===== src/rtl/meas_ascii_writer_pkg.sv =====
// Shared constants and types for the measurement ASCII line writer.
// Line layout: "CH" + channel char + ':' + decimal digits + end-of-line byte.
package meas_ascii_writer_pkg;

  localparam logic [7:0] CHR_C     = 8'h43;
  localparam logic [7:0] CHR_H     = 8'h48;
  localparam logic [7:0] CHR_COLON = 8'h3A;
  localparam logic [7:0] CHR_SPACE = 8'h20;
  localparam logic [7:0] CHR_ZERO  = 8'h30;
  localparam logic [7:0] CHR_LF    = 8'h0A;
  localparam logic [7:0] CHR_ONE   = 8'h31;
  localparam logic [7:0] CHR_TWO   = 8'h32;

  localparam int unsigned DIGITS_DFLT = 6;
  localparam int unsigned FRAME_LEN   = DIGITS_DFLT + 5;

  typedef enum logic [1:0] {IDLE, CONV, EMIT} state_e;

  function automatic longint unsigned pow10(input int unsigned n);
    longint unsigned p;
    p = 1;
    for (int unsigned i = 0; i < n; i++) p = p * 10;
    return p;
  endfunction

endpackage


===== src/rtl/bin2bcd_seq.sv =====
// Sequential double-dabble converter: load latches bin, then VAL_W shift cycles.
// ready is high during the cycle whose clock edge performs the final shift.
module bin2bcd_seq #(
  parameter int unsigned VAL_W  = 20,
  parameter int unsigned DIGITS = 6
) (
  input  logic                  clk,
  input  logic                  reset_n,
  input  logic                  load,
  input  logic [VAL_W-1:0]      bin,
  output logic [DIGITS*4-1:0]   bcd,
  output logic                  ready
);

  localparam int unsigned BCD_W = DIGITS * 4;
  localparam int unsigned TOT_W = BCD_W + VAL_W;
  localparam int unsigned CNT_W = $clog2(VAL_W + 1);

  logic [BCD_W-1:0] r_bcd;
  logic [VAL_W-1:0] r_bin;
  logic [CNT_W-1:0] r_cnt;
  logic             r_active;
  logic [BCD_W-1:0] w_adj;
  logic [TOT_W-1:0] w_shift;

  always_comb begin
    w_adj = r_bcd;
    for (int d = 0; d < DIGITS; d++) begin
      if (r_bcd[d*4 +: 4] >= 4'd5) w_adj[d*4 +: 4] = r_bcd[d*4 +: 4] + 4'd3;
    end
  end

  assign w_shift = {w_adj, r_bin} << 1;
  assign ready   = r_active && (r_cnt == CNT_W'(VAL_W - 1));
  assign bcd     = r_bcd;

  always_ff @(posedge clk or negedge reset_n) begin
    if (!reset_n) begin
      r_bcd    <= '0;
      r_bin    <= '0;
      r_cnt    <= '0;
      r_active <= 1'b0;
    end else if (load) begin
      r_bcd    <= '0;
      r_bin    <= bin;
      r_cnt    <= '0;
      r_active <= 1'b1;
    end else if (r_active) begin
      r_bcd <= w_shift[TOT_W-1:VAL_W];
      r_bin <= w_shift[VAL_W-1:0];
      r_cnt <= r_cnt + CNT_W'(1);
      if (ready) r_active <= 1'b0;
    end
  end

endmodule


===== src/rtl/meas_ascii_writer.sv =====
// Formats one saturated binary measurement as a fixed ASCII line and writes it
// byte-by-byte into the character FIFO, stalling while the FIFO reports full.
module meas_ascii_writer
  import meas_ascii_writer_pkg::*;
#(
  parameter int unsigned VAL_W    = 20,
  parameter int unsigned DIGITS   = 6,
  parameter int unsigned LZ_BLANK = 1,
  parameter logic [7:0]  EOL_CHAR = CHR_LF
) (
  input  logic             clk50M,
  input  logic             reset_n,
  input  logic             start,
  input  logic             ch_sel,
  input  logic [VAL_W-1:0] value,
  output logic             busy,
  output logic             done,
  output logic             drop,
  input  logic             fifo_full,
  output logic             fifo_wr_en,
  output logic [7:0]       fifo_wr_data
);

  localparam int unsigned     LINE_LEN = DIGITS + 5;
  localparam int unsigned     IDX_W    = $clog2(LINE_LEN);
  localparam longint unsigned SAT_LIM  = pow10(DIGITS) - 1;
  localparam logic [IDX_W-1:0] LAST_IDX = IDX_W'(LINE_LEN - 1);

  state_e               r_state, w_state_d;
  logic [IDX_W-1:0]     r_idx, w_idx_d;
  logic                 r_ch, r_done, r_drop;
  logic                 w_load, w_ready, w_done_d;
  logic [VAL_W-1:0]     w_bin_sat;
  logic [DIGITS*4-1:0]  w_bcd;
  logic [7:0]           w_digit_chr [DIGITS];
  logic [7:0]           w_frame_byte;

  assign w_bin_sat = (64'(value) > SAT_LIM) ? VAL_W'(SAT_LIM) : value;

  bin2bcd_seq #(
    .VAL_W  (VAL_W),
    .DIGITS (DIGITS)
  ) u_conv (
    .clk     (clk50M),
    .reset_n (reset_n),
    .load    (w_load),
    .bin     (w_bin_sat),
    .bcd     (w_bcd),
    .ready   (w_ready)
  );

  assign fifo_wr_en = (r_state == EMIT) && !fifo_full;
  assign busy       = (r_state != IDLE);
  assign done       = r_done;
  assign drop       = r_drop;

  always_comb begin
    w_state_d = r_state;
    w_idx_d   = r_idx;
    w_load    = 1'b0;
    w_done_d  = 1'b0;
    unique case (r_state)
      IDLE: begin
        if (start) begin
          w_load    = 1'b1;
          w_state_d = CONV;
        end
      end
      CONV: begin
        if (w_ready) begin
          w_state_d = EMIT;
          w_idx_d   = '0;
        end
      end
      EMIT: begin
        if (fifo_wr_en) begin
          if (r_idx == LAST_IDX) begin
            w_state_d = IDLE;
            w_idx_d   = '0;
            w_done_d  = 1'b1;
          end else begin
            w_idx_d = r_idx + IDX_W'(1);
          end
        end
      end
      default: w_state_d = IDLE;
    endcase
  end

  always_ff @(posedge clk50M or negedge reset_n) begin
    if (!reset_n) begin
      r_state <= IDLE;
      r_idx   <= '0;
      r_ch    <= 1'b0;
      r_done  <= 1'b0;
      r_drop  <= 1'b0;
    end else begin
      r_state <= w_state_d;
      r_idx   <= w_idx_d;
      r_done  <= w_done_d;
      r_drop  <= start && (r_state != IDLE);
      if (w_load) r_ch <= ch_sel;
    end
  end

  // A digit is blanked while it and every more-significant digit are zero.
  always_comb begin
    logic       w_lead;
    logic [3:0] w_nib;
    w_lead      = 1'b1;
    w_nib       = 4'd0;
    w_digit_chr = '{default: CHR_SPACE};
    for (int i = 0; i < DIGITS; i++) begin
      w_nib  = w_bcd[(DIGITS-1-i)*4 +: 4];
      w_lead = w_lead && (w_nib == 4'd0);
      if ((LZ_BLANK != 0) && (i != DIGITS - 1) && w_lead) w_digit_chr[i] = CHR_SPACE;
      else                                                  w_digit_chr[i] = CHR_ZERO + {4'h0, w_nib};
    end
  end

  always_comb begin
    w_frame_byte = EOL_CHAR;
    if (r_idx == IDX_W'(0))      w_frame_byte = CHR_C;
    else if (r_idx == IDX_W'(1)) w_frame_byte = CHR_H;
    else if (r_idx == IDX_W'(2)) w_frame_byte = r_ch ? CHR_TWO : CHR_ONE;
    else if (r_idx == IDX_W'(3)) w_frame_byte = CHR_COLON;
    else begin
      for (int i = 0; i < DIGITS; i++) begin
        if (r_idx == IDX_W'(4 + i)) w_frame_byte = w_digit_chr[i];
      end
    end
  end

  assign fifo_wr_data = (r_state == EMIT) ? w_frame_byte : 8'h00;

endmodule

===== config.mk =====
export PLATFORM = sky130hd
export DESIGN_NAME = meas_ascii_writer
export DESIGN_NICKNAME = d
export VERILOG_FILES = /design/src/rtl/meas_ascii_writer_pkg.sv /design/src/rtl/bin2bcd_seq.sv /design/src/rtl/meas_ascii_writer.sv
export SDC_FILE = /design/constraint.sdc
export NUM_CORES = 1
export LEC_CHECK = 0
export BUFFER_PORTS_ARGS = -buffer_cell sky130_fd_sc_hd__buf_2
export CAP_MARGIN = 10
export CORE_UTILIZATION = 45
export DETAILED_ROUTE_END_ITERATION = 16
export GPL_ROUTABILITY_DRIVEN = 1
export HOLD_SLACK_MARGIN = 0.15
export PLACE_DENSITY_LB_ADDON = 0.05
export SETUP_SLACK_MARGIN = 0.15
export SLEW_MARGIN = 20
export SYNTH_ARGS = -nofsm -noshare
export SYNTH_HDL_FRONTEND = slang
export SYNTH_SLANG_ARGS = --single-unit

===== constraint.sdc =====
create_clock -name clk50M -period 4.15 [get_ports clk50M]
set_input_delay 0 -clock clk50M [delete_from_list [all_inputs] [get_ports clk50M]]
set_output_delay 0 -clock clk50M [all_outputs]
set_load 0.03 [all_outputs]

==> impl_metrics.json, run 1 <==
{
  "outcome": "finished clean",
  "crit_path_start_kind": "register",
  "htree_levels": 3,
  "synth_flop_cell": "dfrtp_1",
  "drv_slew": 0,
  "maxCapViolations": 0,
  "vias": 3040,
  "yosysTopAreaCell": "dfrtp_1",
  "hp-class": "in -> async",
  "hold_slack_ns": 0.299,
  "fin_nets": 483,
  "netlist_top_cells_count": "dfrtp_1, mux2i_1, nand2_1",
  "antenna_found_initial": 0,
  "synthDistinctLibCells": 59,
  "clock_latency_ns": 0.34,
  "yosysSeqAreaShare_pct": 40.2,
  "grt_max_degree": 47,
  "finClkSkew_ns": 0.0113,
  "drc": 0,
  "postCtsSetupRepairBufs": 0,
  "cts-root-buf": "clkbuf_8",
  "dieArea_um2": 8530,
  "power.density_nw_per_um2": 697,
  "start_util_pct": 47.1,
  "worstMarginPinSlew_ns": 0.745,
  "die_h_um": 92.4,
  "grt.total_usage_pct": 21.5,
  "place_congestion": 0.841,
  "die_w_um": 92.4,
  "slew_headroom_pct": 50.4,
  "drt_iter0_drc": 151,
  "ys_async_sr_fraction_pct": 100,
  "clockBufferDepth": 2,
  "cpPeakStageDelay_ns": 0.54,
  "crit_fanout": 8,
  "fmax_mhz": 389,
  "dr.pass1.iters": 5,
  "rows": 32,
  "syn_inst": 389,
  "synth.net_count": 431,
  "hold_viol": 0,
  "antenna_left": 0,
  "crit_path_top_delay_cell": "or3b_1",
  "cts.sinks": 59,
  "post-dp-hpwl_um": 5700,
  "path_clk_slew_ns": 0.07,
  "rsz0062_at_grt": "false",
  "drive_gt1_share_pct": 14.4,
  "timing.final.crit_share_pct": 61.9,
  "grt_pass1_wl_um": 14300,
  "cts_tree": "built",
  "worstPathRequired_ns": 4.15,
  "syn2layout_area_growth_pct": 17.0,
  "grt_use_met1_pct": 30.4,
  "routed_via_density": 5.57,
  "coreArea_um2": 7810,
  "synth.avg_cell_area_um2": 9.45,
  "met2_usage_pct": 33.0,
  "grt_overflow": 0,
  "yosysMostFrequentCell": "dfrtp_1",
  "yosys.area.top_type_share_pct": 40.2,
  "synth_area_leaders": "dfrtp_1, mux2i_1, ha_1",
  "synth_edf_count": 0,
  "end_kind": "primary output",
  "grt_pass1_vias": 2876,
  "arrival_ns": 2.57,
  "finalSetupViolCount": 0,
  "cts_resized": 0,
  "ir_worst_vdd_uv": 300,
  "p_leak_nw": 2.02,
  "io_buffers": 35,
  "yosys_warnings": 0,
  "wl_per_cell_um": 15.6,
  "busiest_layer": "met2",
  "r2r.worst_path.cells": 4,
  "finalSetupTns_ns": 0,
  "crit_type": "reg -> out",
  "cts_made_buffers": 9,
  "ys_ff_latch": 59,
  "grtUsageMet3_pct": 4.43,
  "ioPinCount": 37,
  "totalWireLength_um": 8530,
  "min_period_ns": 2.57,
  "syn_area_um2": 3680,
  "worstPathCellList": "inv_1 -> ha_1 -> or3b_1 -> a2111oi_4 -> a311oi_1 -> a221oi_2 -> a21oi_1 -> buf_2",
  "n_antenna_cell": 0
}
repair_timing:
action,4_1_cts,5_1_grt
hold buffers,25,0
endpoints found under the hold margin,86,0
setup endpoints to repair,0,0
layer usage:
layer	routed length [um]	part of all wire (%)	up-vias
met2	3910	46	66
met1	4290	50	1477
li1	-	-	1493
met3	284	3.3	4
met5	0	0	-
met4	48	0.56	0
metrics by stage:
step / total power (W) / setup slack [ns] / cells / cell area [um2] / utilization (%)
floorplan: 0.00223 / 2.06 / 389 / 3680 / -
finish: 0.00300 / 1.58 / 546 / 4300 / 55.1
global placement: 0.00251 / 2.00 / 507 / 3890 / 49.9
CTS: 0.00301 / 1.57 / 546 / 4300 / 55.1
detailed placement: 0.00254 / 1.94 / 507 / 3890 / 49.9
global route: 0.00328 / 1.41 / 546 / 4300 / 55.1
where the power goes:
group          leakage [nW]  total (W)  switching, W  internal, W
sequential            0.741    0.00119      0.000366     0.000825
clock                0.0810   0.000444      0.000220     0.000224
combinational          1.20    0.00136      0.000711     0.000649
final cells by class:
| class | count | area, um2 |
|---|---|---|
| fillers | 722 | 3510 |
| flip-flops and latches | 59 | 1480 |
| multi-input cells | 293 | 2030 |
| repair buffers | 63 | 448 |
| inverters | 15 | 56.3 |
| clock inverters | 3 | 17.5 |
| clock buffers | 11 | 141 |
| well taps | 102 | 128 |
worst paths after layout:
kind / from / endpoint / slack (ns)
setup reg to reg: r_state[0]$_DFFE_PN0P_ / u_conv.r_bin[16]$_DFFE_PN0P_ / 2.20
min in group clk50M: ch_sel / r_ch$_DFFE_PN0P_ / 0.41
max in group asynchronous: reset_n / u_conv.r_active$_DFF_PN0_ / 2.98
setup / recovery: u_conv.bcd[21]$_DFFE_PN0P_ / fifo_wr_data[1] / 1.58
hold reg to reg: u_conv.r_bin[19]$_DFFE_PN0P_ / u_conv.bcd[0]$_DFFE_PN0P_ / 0.53
hold / removal: reset_n / u_conv.r_cnt[3]$_DFFE_PN0P_ / 0.30
flip-flops by register name (all words and copies together) (netlist names):
register	count
done	1
drop	1
r_ch	1
r_idx	4
r_state	2
u_conv.bcd	24
u_conv.r_active	1
u_conv.r_bin	20
u_conv.r_cnt	5
placed cells by master (no fill, tap or decap), types with 3 or more instances in the layout:
cell            n
nand2_1        37
inv_1          15
and2_1          3
nor3_1          9
dlygate4sd3_1  25
clkbuf_8       10
nor2_1         33
buf_4           3
a21o_1          3
o2bb2ai_1       7
nand2b_1       10
a21oi_1        27
a2bb2oi_1       7
xor2_1          3
o21ai_0        26
buf_2          35
mux2i_1        37
dfrtp_1        58
nand3_1         7
a22oi_1         3
o211ai_1        4
nor4_1          3
xnor2_1         8
nor3b_1         4
ha_1           17
o31ai_1         3
a211oi_1        3
cell families (layout without fill, tap and decap cells):
group                      after synthesis  after routing  synth area share [%]
and+or+nand+nor                        126            126                  17.8
DFF                                     59             59                  40.2
adders and majority gates               17             17                  5.79
other                                    1              1                 0.102
xor gates and xnor gates                11             11                  2.62
buffers and inverters                   37             92                  4.53
AOI/OAI and AO/OA                       99             99                  18.0
muxes                                   39             39                  11.0
critical path, delay by kind of cell (launching register included):
kind / cells / cell delay, ns
AND/OR/NAND/NOR: 1 / 0.54
buffers and inverters: 2 / 0.29
flip-flops: 1 / 0.42
adder cells (fa/ha/maj): 1 / 0.20
AO/OA/AOI/OAI: 4 / 0.79
Note: power is estimated with default switching activity, not from simulation.
==> run 2: changes to the inputs <==
==> constraint.sdc (replaced) <==
create_clock -name clk50M -period 2.7 [get_ports clk50M]
set_input_delay 0 -clock clk50M [delete_from_list [all_inputs] [get_ports clk50M]]
set_output_delay 0 -clock clk50M [all_outputs]
set_load 0.03 [all_outputs]
==> run 2 against run 1 <==
  * Core utilization is 1.7 points higher
  * Final area increased by 3.1%
  * Clock skew rose by 0.0057 ns
  * Sequential power increased by 46%
  * Worst setup slack worse by 1.3 ns
  * Clock power grew 63%
  * Sequential share of layout area is 0.95 points lower
  * Critical path type unchanged
  * Largest cell class unchanged
  * Highest routed layer unchanged
==> impl_metrics.json, run 2 (synthesis results as in run 1) <==
{
  "fin_nets": 493,
  "path_buf_inv": 3,
  "fmax_mhz": 409,
  "clockBufferDepth": 2,
  "crit_path_start_kind": "register",
  "dieArea_um2": 8530,
  "drv_slew": 0,
  "antenna_found_initial": 0,
  "maxCapViolations": 0,
  "cts_tree": "built",
  "ir_worst_vdd_uv": 403,
  "power_w": 0.00481,
  "power.density_nw_per_um2": 1090,
  "finalSetupViolCount": 0,
  "hp-class": "in -> async",
  "worstMarginPinSlew_ns": 0.616,
  "arrival_ns": 2.45,
  "grt_pass1_wl_um": 14800,
  "timing.final.crit_share_pct": 90.6,
  "hold_viol": 0,
  "start_util_pct": 47.1,
  "crit_path_top_delay_cell": "or3b_4",
  "p_leak_nw": 2.08,
  "crit_fanout": 7,
  "crit_type": "reg -> out",
  "rows": 32,
  "path_clk_slew_ns": 0.08,
  "final_cell_mix": "dfrtp_1, nand2_1, mux2i_1, nor2_1, buf_2",
  "grt_pass1_vias": 2970,
  "cts.sinks": 59,
  "cts-root-buf": "clkbuf_8",
  "drc": 0,
  "setup_slack_ns": 0.254,
  "post-dp-hpwl_um": 5940,
  "largest_register_ffs": 24,
  "outcome": "finished clean",
  "power_switching_w": 0.00207,
  "drive_gt1_share_pct": 18.9,
  "power_frac_clock_pct": 15.0,
  "coreArea_um2": 7810,
  "grt.total_usage_pct": 22.1,
  "htree_levels": 3,
  "rsz0062_at_grt": "false",
  "p_int_w": 0.00275,
  "dr.pass1.iters": 4,
  "io_buffers": 35,
  "comb_power_share_pct": 48.8,
  "routed_via_density": 5.45,
  "vias": 3039,
  "worstPathRequired_ns": 2.70,
  "clock_latency_ns": 0.34,
  "cts_made_buffers": 9,
  "drt_iter0_drc": 176,
  "finalSetupTns_ns": 0,
  "antenna_left": 0,
  "place_congestion": 0.925,
  "worstPathCellList": "inv_2 -> ha_4 -> or3b_4 -> buf_4 -> o21ai_0 -> a311oi_1 -> nor4_2 -> nor3_1 -> buf_4",
  "n_antenna_cell": 0,
  "min_period_ns": 2.45,
  "crit_top_cell": "buf_4",
  "syn2layout_area_growth_pct": 20.7,
  "power_switching_share_pct": 42.9,
  "die_h_um": 92.4,
  "slew_headroom_pct": 58.9,
  "path_delay_family": "simple AND/OR/NAND/NOR gates",
  "r2r_slack_ns": 0.38,
  "pre_cts_ws_ns": 0.488,
  "cpPeakStageDelay_ns": 0.45,
  "end_kind": "primary output",
  "grt_overflow": 0,
  "die_w_um": 92.4,
  "totalWireLength_um": 8800,
  "final_common_cell": "dfrtp_1",
  "power_frac_seq_pct": 36.1,
  "ioPinCount": 37,
  "wl_per_cell_um": 15.8,
  "grt_max_degree": 47,
  "finClkSkew_ns": 0.0170
}
-- run 2: per-layer routing --
metal	GRT usage (%)	vias up	share of wire (%)
li1	-	1520	-
met1	30.6	1434	48
met2	34.1	71	46
met3	4.43	14	4.1
met4	8.46	0	1.6
met5	0	-	0
-- run 2: final timing paths --
kind | start | endpoint | cells after the start
worst max-delay path | u_conv.bcd[20]$_DFFE_PN0P_ | fifo_wr_data[4] | 9
worst min-delay path | reset_n | r_idx[0]$_DFFE_PN0P_ | 2
worst max register to register | r_state[0]$_DFFE_PN0P_ | r_ch$_DFFE_PN0P_ | 6
worst min register to register | u_conv.r_bin[0]$_DFFE_PN0P_ | u_conv.r_bin[0]$_DFFE_PN0P_ | 2
max in group asynchronous | reset_n | u_conv.bcd[9]$_DFFE_PN0P_ | 3
min in group clk50M | fifo_full | done$_DFF_PN0_ | 3
-- run 2: power groups by stage --
stage | clock network [W] | logic (W) | registers, W
2_1_floorplan | 0 | 0.00186 | 0.00157
3_3_place_gp | 0 | 0.00216 | 0.00173
3_5_place_dp | 0 | 0.00221 | 0.00173
4_1_cts | 0.000741 | 0.00228 | 0.00172
5_1_grt | 0.000778 | 0.00268 | 0.00181
6_report | 0.000723 | 0.00235 | 0.00174
-- run 2: per-stage QoR --
step	std cells	hold slack [ns]	util (%)	instance area (um2)
2_1_floorplan	389	-0.296	-	3680
3_3_place_gp	513	0.0206	50.4	3940
3_5_place_dp	513	0.0257	50.4	3940
4_1_cts	555	0.194	56.0	4370
5_1_grt	558	0.230	56.8	4440
6_report	558	0.175	56.8	4440
-- run 2: repair_timing --
action | in CTS | in global routing
gates cloned | 0 | 0
setup endpoints to repair | 3 | 3
pin swaps | 0 | 3
hold buffers | 26 | 0
hold endpoints to repair | 66 | 0
setup buffers | 0 | 3
resized for setup | 1 | 16
-- run 2: worst reg2reg max path, stage by stage (launching register included) --
cell and delay (ns):
dfrtp_1 0.44, nor2_1 0.27, and2_1 0.49, buf_4 0.37, nand2_1 0.09, nand2_1 0.05
dlygate4sd3_1 0.53
-- run 2: cell type report --
class                           count  area, um2
Sequential cell                    59       1480
Clock inverter                      4       26.3
Multi-Input combinational cell    293       2070
Fill cell                         703       3370
Tap cell                          102        128
Clock buffer                       12        145
Timing Repair Buffer               73        531
Inverter                           15       56.3
==> run 3: changes to the inputs <==
--- a/config.mk
+++ b/config.mk
@@ -5,15 +5,15 @@
 export SDC_FILE = /design/constraint.sdc
 export NUM_CORES = 1
 export LEC_CHECK = 0
-export BUFFER_PORTS_ARGS = -buffer_cell sky130_fd_sc_hd__buf_2
+export ABC_AREA = 1
 export CAP_MARGIN = 10
 export CORE_UTILIZATION = 45
 export DETAILED_ROUTE_END_ITERATION = 16
+export DONT_BUFFER_PORTS = 1
 export GPL_ROUTABILITY_DRIVEN = 1
 export HOLD_SLACK_MARGIN = 0.15
 export PLACE_DENSITY_LB_ADDON = 0.05
 export SETUP_SLACK_MARGIN = 0.15
-export SLEW_MARGIN = 20
 export SYNTH_ARGS = -nofsm -noshare
 export SYNTH_HDL_FRONTEND = slang
 export SYNTH_SLANG_ARGS = --single-unit
==> run 3 against run 2 <==
  * Global-route usage rose by 0.87 points
  * Count of clock-buffer cells in the layout is 2 lower
  * Non-clock buffer count is 39 lower
  * Sequential cell count did not move
  * Via count grew 4.3%
  * Largest power group unchanged
  * Final area is 5.9% lower
  * Area after synthesis down 3.2%
  * Die area shrank 3.1%
==> impl_metrics.json, run 3 <==
{
  "p_leak_nw": 1.93,
  "yosysMostFrequentCell": "nand2_1",
  "antenna_found_initial": 0,
  "htree_levels": 3,
  "finalSetupViolCount": 0,
  "end_kind": "register",
  "synth.net_count": 504,
  "place_congestion": 0.785,
  "timing.final.crit_share_pct": 85.5,
  "finalSetupTns_ns": 0,
  "rows": 32,
  "post-dp-hpwl_um": 5840,
  "arrival_ns": 2.60,
  "drt_iter0_drc": 157,
  "yosysSeqAreaShare_pct": 41.5,
  "cts.sinks": 59,
  "synth_edf_count": 0,
  "syn_area_um2": 3560,
  "die_h_um": 90.9,
  "final_common_cell": "nand2_1",
  "grt_pass1_wl_um": 15200,
  "ys_async_sr_fraction_pct": 100,
  "hold_viol": 0,
  "synth_flop_cell": "dfrtp_1",
  "totalWireLength_um": 8780,
  "grt_overflow": 0,
  "power.density_nw_per_um2": 1040,
  "ys_ff_latch": 59,
  "clock_latency_ns": 0.35,
  "vias": 3171,
  "largest_register_ffs": 24,
  "path_clk_slew_ns": 0.08,
  "synthDistinctLibCells": 36,
  "slew_headroom_pct": 40.5,
  "worstMarginPinSlew_ns": 0.885,
  "dr.pass1.iters": 4,
  "dieArea_um2": 8270,
  "coreArea_um2": 7690,
  "crit_fanout": 18,
  "synth.avg_cell_area_um2": 7.70,
  "drive_gt1_share_pct": 11.1,
  "r2r_slack_ns": 0.39,
  "yosysTopAreaCell": "dfrtp_1",
  "finClkSkew_ns": 0.0127,
  "r2r.worst_path.cells": 8,
  "grt.total_usage_pct": 23.0,
  "yosys.area.top_type_share_pct": 41.5,
  "ioPinCount": 37,
  "cts-root-buf": "clkbuf_8",
  "antenna_left": 0,
  "synth_area_leaders": "dfrtp_1, nand2_1, o21ai_0",
  "cts_made_buffers": 9,
  "final_cell_mix": "nand2_1, inv_1, dfrtp_1, o21ai_0, nor2_1",
  "clockBufferDepth": 2,
  "die_w_um": 90.9,
  "wl_per_cell_um": 14.5,
  "routed_via_density": 5.24,
  "hold_slack_ns": 0.195,
  "netlist_top_cells_count": "nand2_1, inv_1, dfrtp_1",
  "grt_max_degree": 60,
  "grt_pass1_vias": 3311,
  "syn2layout_area_growth_pct": 17.2,
  "crit_path_start_kind": "register",
  "fin_nets": 540,
  "cts_tree": "built",
  "r2r_start": "r_state[0]$_DFFE_PN0P_",
  "postCtsSetupRepairBufs": 0,
  "maxCapViolations": 0,
  "io_buffers": 0,
  "start_util_pct": 46.3,
  "drc": 0,
  "drv_slew": 0,
  "worstPathRequired_ns": 2.99,
  "min_period_ns": 2.31,
  "ir_worst_vdd_uv": 530,
  "crit_type": "reg -> reg",
  "outcome": "finished clean",
  "rsz0062_at_grt": "false",
  "hp-class": "in -> async",
  "n_antenna_cell": 0,
  "yosys_warnings": 0,
  "worstSetupStartpoint": "r_state[0]$_DFFE_PN0P_",
  "fmax_mhz": 433,
  "syn_inst": 462
}
## run 3: cell types whose count changed in the layout (fill, tap and decap cells not counted), moves of 10 or more
cell	change
inv_1	+54
nand2_1	+47
mux2i_1	-37
buf_2	-33
o21ai_0	+30
nand3_1	+16
o22ai_1	+16
buf_4	-11
nand2b_1	-10
## run 3: cell families (layout without fill, tap and decap cells)
family	Yosys count	in the layout	share of synthesized area, %
and+or+nand+nor	174	175	22.6
DFF	59	59	41.5
xor gates and xnor gates	2	2	0.492
adders and majority gates	17	17	5.98
buffers and inverters	89	129	9.88
AOI/OAI and AO/OA	120	120	19.5
other	1	1	0.105
## run 3: final timing paths
check                                          endpoint
setup / recovery           u_conv.r_bin[13]$_DFFE_PN0P_
hold / removal               u_conv.bcd[14]$_DFFE_PN0P_
setup reg to reg           u_conv.r_bin[13]$_DFFE_PN0P_
hold reg to reg             u_conv.r_bin[0]$_DFFE_PN0P_
max in group asynchronous     u_conv.bcd[5]$_DFFE_PN0P_
min in group clk50M         u_conv.r_bin[1]$_DFFE_PN0P_
## run 3: metrics by stage
stage | worst slack (ns) | total power [W] | utilization [%] | cells | area, um2
floorplan | 0.875 | 0.00305 | - | 462 | 3560
global placement | 0.698 | 0.00345 | 47.5 | 557 | 3650
detailed placement | 0.667 | 0.00349 | 47.5 | 557 | 3650
CTS | 0.178 | 0.00433 | 54.1 | 604 | 4160
global route | 0.225 | 0.00475 | 54.3 | 605 | 4170
finish | 0.391 | 0.00432 | 54.3 | 605 | 4170
## run 3: final cells by class
cell class,instances,area (um2)
well taps,102,128
multi-input cells,315,1740
flip-flops and latches,59,1480
inverters,79,299
clock inverters,6,50.0
fillers,747,3510
repair buffers,34,350
clock buffers,10,128
## run 3: worst max-delay path, stage by stage, from the launching register on
cell and delay [ns]:
dfrtp_1 0.41, nor2_1 0.16, inv_2 0.15, nor2_8 0.29
nor2_4 0.16, inv_2 0.29, o22ai_1 0.11, a21oi_1 0.12
dlygate4sd3_1 0.55
## run 3: power by group
part | switching, W | total (W) | internal, W
Sequential | 0.000307 | 0.00159 | 0.00129
Clock | 0.000395 | 0.000738 | 0.000342
Combinational | 0.00126 | 0.00199 | 0.000727
Total | 0.00197 | 0.00432 | 0.00236
## run 3: per-layer routing
metal  vias to the layer above  GRT usage [%]  routed length [um]
met5                         -              0                   0
met4                         0           6.75                 129
met3                         9           5.28                 254
met2                        57           39.5                4250
met1                      1491           28.9                4140
li1                       1614              -                   -
## run 3: repair_timing
item                                    4_1_cts  5_1_grt
hold buffers                                 31        0
resized for setup                             0        3
endpoints found under the hold margin        88        0
endpoints found under the setup margin        0        2
